`src/rtl/fifo_pkg.sv`:
```
// Shared constants for the single-clock FIFO family.
package fifo_pkg;

  // Default geometry.
  localparam int unsigned DEF_DATA_WIDTH = 8;
  localparam int unsigned DEF_ADDR_WIDTH = 3;

  // Pointers carry one extra wrap bit above the address.
  localparam int unsigned DEF_PTR_WIDTH = DEF_ADDR_WIDTH + 1;

  // Read-mode encodings for the FWFT parameter.
  localparam int unsigned MODE_STD  = 0;
  localparam int unsigned MODE_FWFT = 1;

  // Pointer width for an arbitrary address width.
  function automatic int unsigned ptr_width(input int unsigned addr_width);
    return addr_width + 1;
  endfunction

endpackage

```
`src/rtl/fifo_sync_mem.sv`:
```
// Storage array: synchronous write port, asynchronous read port, no reset.
module fifo_sync_mem
  import fifo_pkg::*;
#(
  parameter int unsigned DATA_WIDTH = DEF_DATA_WIDTH,
  parameter int unsigned ADDR_WIDTH = DEF_ADDR_WIDTH
) (
  input  logic                  clk,
  input  logic                  we,
  input  logic [ADDR_WIDTH-1:0] waddr,
  input  logic [DATA_WIDTH-1:0] wdata,
  input  logic [ADDR_WIDTH-1:0] raddr,
  output logic [DATA_WIDTH-1:0] rdata
);

  localparam int unsigned Depth = 2 ** ADDR_WIDTH;

  logic [DATA_WIDTH-1:0] mem [Depth];

  // Write the addressed word on an accepted write.
  always_ff @(posedge clk) begin
    if (we) begin
      mem[waddr] <= wdata;
    end
  end

  assign rdata = mem[raddr];

endmodule

```
`src/rtl/fifo_sync_fwft.sv`:
```
// Single-clock FIFO with selectable FWFT read, almost flags, occupancy count
// and sticky overflow/underflow flags.
module fifo_sync_fwft
  import fifo_pkg::*;
#(
  parameter int unsigned DATA_WIDTH    = DEF_DATA_WIDTH,
  parameter int unsigned ADDR_WIDTH    = DEF_ADDR_WIDTH,
  parameter int unsigned FWFT          = MODE_STD,
  parameter int unsigned AFULL_THRESH  = 6,
  parameter int unsigned AEMPTY_THRESH = 1
) (
  input  logic                  clk,
  input  logic                  rst,
  input  logic [DATA_WIDTH-1:0] wdata,
  input  logic                  wen,
  input  logic                  ren,
  input  logic                  clr_err,
  output logic [DATA_WIDTH-1:0] rdata,
  output logic                  wfull,
  output logic                  rempty,
  output logic                  walmost_full,
  output logic                  ralmost_empty,
  output logic [ADDR_WIDTH:0]   count,
  output logic                  overflow,
  output logic                  underflow
);

  localparam int unsigned PtrWidth = ptr_width(ADDR_WIDTH);
  localparam bit          IsFwft   = (FWFT == MODE_FWFT);

  // Thresholds fit in the pointer width because they never exceed DEPTH.
  localparam logic [PtrWidth-1:0] AfullTh  = PtrWidth'(AFULL_THRESH);
  localparam logic [PtrWidth-1:0] AemptyTh = PtrWidth'(AEMPTY_THRESH);

  logic [PtrWidth-1:0]   wptr_q, wptr_d;
  logic [PtrWidth-1:0]   rptr_q, rptr_d;
  logic [PtrWidth-1:0]   count_w;
  logic [ADDR_WIDTH-1:0] waddr, raddr;
  logic                  empty, full;
  logic                  wr_acc, rd_acc;
  logic                  ovf_q, ovf_d;
  logic                  udf_q, udf_d;
  logic [DATA_WIDTH-1:0] mem_rdata;

  // Status decode straight from the pointer registers.
  always_comb begin
    empty   = (wptr_q == rptr_q);
    full    = (wptr_q[PtrWidth-1] != rptr_q[PtrWidth-1]) &&
              (wptr_q[ADDR_WIDTH-1:0] == rptr_q[ADDR_WIDTH-1:0]);
    count_w = wptr_q - rptr_q;
    waddr   = wptr_q[ADDR_WIDTH-1:0];
    raddr   = rptr_q[ADDR_WIDTH-1:0];
  end

  // Accepts use pre-edge full/empty, so wen&ren on a full FIFO drops the
  // write and on an empty FIFO drops the read.
  always_comb begin
    wr_acc = wen & ~full;
    rd_acc = ren & ~empty;
    wptr_d = wr_acc ? wptr_q + 1'b1 : wptr_q;
    rptr_d = rd_acc ? rptr_q + 1'b1 : rptr_q;
  end

  // Sticky error flags; a new error in the clearing cycle wins.
  always_comb begin
    ovf_d = (ovf_q & ~clr_err) | (wen & full);
    udf_d = (udf_q & ~clr_err) | (ren & empty);
  end

  // Pointer and error-flag state.
  always_ff @(posedge clk or posedge rst) begin
    if (rst) begin
      wptr_q <= '0;
      rptr_q <= '0;
      ovf_q  <= 1'b0;
      udf_q  <= 1'b0;
    end else begin
      wptr_q <= wptr_d;
      rptr_q <= rptr_d;
      ovf_q  <= ovf_d;
      udf_q  <= udf_d;
    end
  end

  fifo_sync_mem #(
    .DATA_WIDTH (DATA_WIDTH),
    .ADDR_WIDTH (ADDR_WIDTH)
  ) u_mem (
    .clk   (clk),
    .we    (wr_acc),
    .waddr (waddr),
    .wdata (wdata),
    .raddr (raddr),
    .rdata (mem_rdata)
  );

  // Read data path: registered pop or fall-through of the head word.
  if (!IsFwft) begin : g_std
    logic [DATA_WIDTH-1:0] rdata_q;

    // Capture the head word on an accepted read; hold otherwise.
    always_ff @(posedge clk or posedge rst) begin
      if (rst) begin
        rdata_q <= '0;
      end else if (rd_acc) begin
        rdata_q <= mem_rdata;
      end
    end

    assign rdata = rdata_q;
  end else begin : g_fwft
    // Head word is visible as soon as the FIFO is non-empty.
    assign rdata = empty ? '0 : mem_rdata;
  end

  // Output flags.
  always_comb begin
    wfull         = full;
    rempty        = empty;
    count         = count_w;
    walmost_full  = (count_w >= AfullTh);
    ralmost_empty = (count_w <= AemptyTh);
    overflow      = ovf_q;
    underflow     = udf_q;
  end

endmodule

```
`config.mk`:
```
export PLATFORM = sky130hd
export DESIGN_NAME = fifo_sync_fwft
export DESIGN_NICKNAME = d
export VERILOG_FILES = /design/src/rtl/fifo_pkg.sv /design/src/rtl/fifo_sync_mem.sv /design/src/rtl/fifo_sync_fwft.sv
export SDC_FILE = /design/constraint.sdc
export NUM_CORES = 1
export LEC_CHECK = 0
export ABC_CLOCK_PERIOD_IN_PS = 2200
export CAP_MARGIN = 20
export CORE_MARGIN = 4
export CORE_UTILIZATION = 51
export DETAILED_ROUTE_END_ITERATION = 16
export PLACE_DENSITY = 0.72
export SETUP_SLACK_MARGIN = 0.1
export SLEW_MARGIN = 20
export SYNTH_ARGS = -nofsm -noshare
export SYNTH_HDL_FRONTEND = slang
export SYNTH_HIERARCHICAL = 1
export SYNTH_SLANG_ARGS = --single-unit
```
`constraint.sdc`:
```
create_clock -name clk -period 2.2 [get_ports clk]
set_input_delay 0.33 -clock clk [delete_from_list [all_inputs] [get_ports clk]]
set_output_delay 0.33 -clock clk [all_outputs]
set_load 0.1 [all_outputs]
```
==> summary.md <==
| Metric | Value |
|---|---|
| Status | `complete, but fails checks` |
| Failing checks | `setup timing` |
| First-pass GRT wire length | `10.6 mm` |
| Starting Density | `53.3%` |
| Wire length per cell | `20.6 µm` |
| Max-Cap Viols | `0` |
| Worst Reg-to-Reg Cells | `4` |
| Fin. max-slew vios | `0` |
| Startpoint Class | `flip-flop` |
| Final hold vios | `0` |
| Clk sink count | `82` |
| Part of the cycle the worst path needs | `104%` |
| Min-Delay Path Class | `input port to async pin` |
| Reg clk slew, reported paths | `0.08 ns` |
| FFs w/ async S/R, synth | `22.0%` |
| Placed cell areas | `4030 µm²` |
| Top post-synthesis cells by area | `edfxtp_1 56%, dfrtp_1 13%, mux4_1 11%` |
| Synth cell types | `32` |
| Gate count after technology mapping | `179` |
| Critical Path Start | `rptr_q[0]` |
| Vias in the first global route | `1,922` |
| Rows | `29` |
| Router iterations before antenna repair | `4` |
| EDFF count, synth | `64` |
| Kind of critical path | `flip-flop to output port` |
| Slew HR | `60.2%` |
| Final WS setup | `-0.0987 ns` |
| # setup viols final | `3` |
| GP Congestion | `0.783` |
| CTS tree | `done` |
| Pin count of the biggest net entering global routing | `20` |
| Crit path capture type | `output port` |
| Post-synth top area cell | `edfxtp_1` |
| Clk_skew | `0.0106 ns` |
| H-tree lvl count | `3` |
| RSZ-0062 raised after global routing | `yes` |
| Post-Syn Nets | `198` |
| Final Cell Area | `4290 µm²` |
| Post-DP HPWL | `4.28 mm` |
| Worst slew pin tran | `0.596 ns` |
| Critical Path AT | `1.97 ns` |
| Ys Warns | `6` |
| Reg2Reg Launch Point | `rptr_q[0]` |
| Layout cells sized above 1 | `39.5%` |
| Post-DRT Antenna Nets | `0` |
| Cell area after synthesis | `3440 µm²` |
| Global route total overflow | `0` |
| Total I/O pin count | `31` |
| Synthesized area per cell | `19.2 µm²` |
| Final layout net count | `252` |
| DIE AREA | `8130 µm²` |
| Initial antenna violation count | `0` |
| Worst EP required | `1.87 ns` |
| Root buf cell | `clkbuf_8` |
| GRT Util Overall | `17.5%` |
| Vias | `1,816` |
| Die Span X | `90.1 µm` |
| Via density | `5.77` |
| Most frequent cells in the layout | `64 x edfxtp_1, 27 x buf_4, 18 x mux2_2` |
| Primary FF master, synth | `edfxtp_1` |
| Core Area | `6460 µm²` |
| Longest Clk Path Bufs | `2` |
| R2R Path End | `rdata[4]` |
| Synthesized flop and latch total | `82` |
| Detailed router's first-iteration violation count | `153` |
| R2r setup slk | `0.15 ns` |
| Commonest non-fill, non-tap cell in the layout | `edfxtp_1` |
| Total CTS buffers | `9` |
| Clk_lat worst skew | `0.34 ns` |
| Shortest period the worst path allows | `2.30 ns` |
| Layout area overhead | `24.8%` |
| Die Y-Extent | `90.1 µm` |
| Final wirelength | `6.47 mm` |
| Post-synth top area share | `55.9%` |
| N_diodes | `0` |
| I/O Buffers | `30` |
| FMAX | `0.435 GHz` |
| Worst-path fanout max | `3` |
| Post-synthesis sequential area ratio | `68.9%` |
| # DRC | `0` |
==> cells in the mapped netlist, types with 3 or more instances <==
cell type   n
mux4_1     15
edfxtp_1   64
nor2_1      8
a22o_1      3
a21oi_1     3
dfrtp_1    18
mux2_2     18
ha_1        5
inv_1       9
nand2b_1    3
xnor2_1     6
==> worst max-delay path by stage <==
| stage | end | cells past startpoint |
|---|---|---|
| floorplan | ralmost_empty | 5 |
| global placement | ralmost_empty | 5 |
| detailed placement | ralmost_empty | 5 |
| CTS | ralmost_empty | 5 |
| global route | ralmost_empty | 5 |
| finish | ralmost_empty | 5 |
==> per-layer routing <==
layer | vias up | global-route usage, % | routed length (µm)
met4 | 0 | 7.40 | 151
met2 | 58 | 28.5 | 3300
met3 | 14 | 4.26 | 311
li1 | 817 | - | -
met1 | 927 | 22.5 | 2710
met5 | - | 0 | 0
==> cells by family (layout without fill, tap and decap cells) <==
group                      count (synthesis)  count (layout)  share of synthesized area, %
muxes                                     34              34                          18.0
adders and majority gates                  6               6                          2.40
buffers and inverters                     14              73                          2.25
DFF                                       82              82                          68.9
and+or+nand+nor                           22              22                          3.16
AOI/OAI and AO/OA                         12              12                          2.73
xor gates and xnor gates                   9               9                          2.51
==> final cells by class <==
class	instances	area, µm²
Sequential cell	82	2370
Fill cell	428	2160
Multi-Input combinational cell	83	1120
Timing Repair Buffer	48	494
Clock buffer	11	141
Tap cell	77	96.3
Inverter	9	36.3
Clock inverter	5	30.0
==> per-stage QoR <==
stage / instances / hold WS (ns) / utilization, % / TNS (ns) / setup WS [ns]
CTS: 314 / 0.318 / 66.1 / -0.408 / -0.176
finish: 315 / 0.312 / 66.5 / -0.185 / -0.0987
detailed placement: 295 / 0.495 / 62.4 / 0 / 0.157
floorplan: 179 / 0.269 / - / -3.83 / -0.702
global placement: 295 / 0.488 / 62.4 / 0 / 0.185
global route: 315 / 0.334 / 66.5 / -0.385 / -0.152
==> state kept, by name (all words and copies together), names as in the netlist <==
| name | cells |
|---|---|
| overflow | 1 |
| rdata | 8 |
| rptr_q | 4 |
| u_mem/mem | 64 |
| underflow | 1 |
| wptr_q | 4 |
==> critical path, cell delays in order (launching register included) <==
cell and delay, ns:
dfrtp_1 0.44, ha_4 0.18, fa_2 0.37, xnor2_4 0.16, a211oi_4 0.25, buf_12 0.21
==> timing repair <==
item,4_1_cts,5_1_grt
endpoints found under the hold margin,0,0
resized for setup,10,2
buffers inserted,3,1
hold buffers,0,0
setup endpoints to repair,5,10
pin swaps,4,1
Power is left out: the tool's default activity adds up to more than one toggle a clock period on the data nets, which glitch-free logic cannot reach.
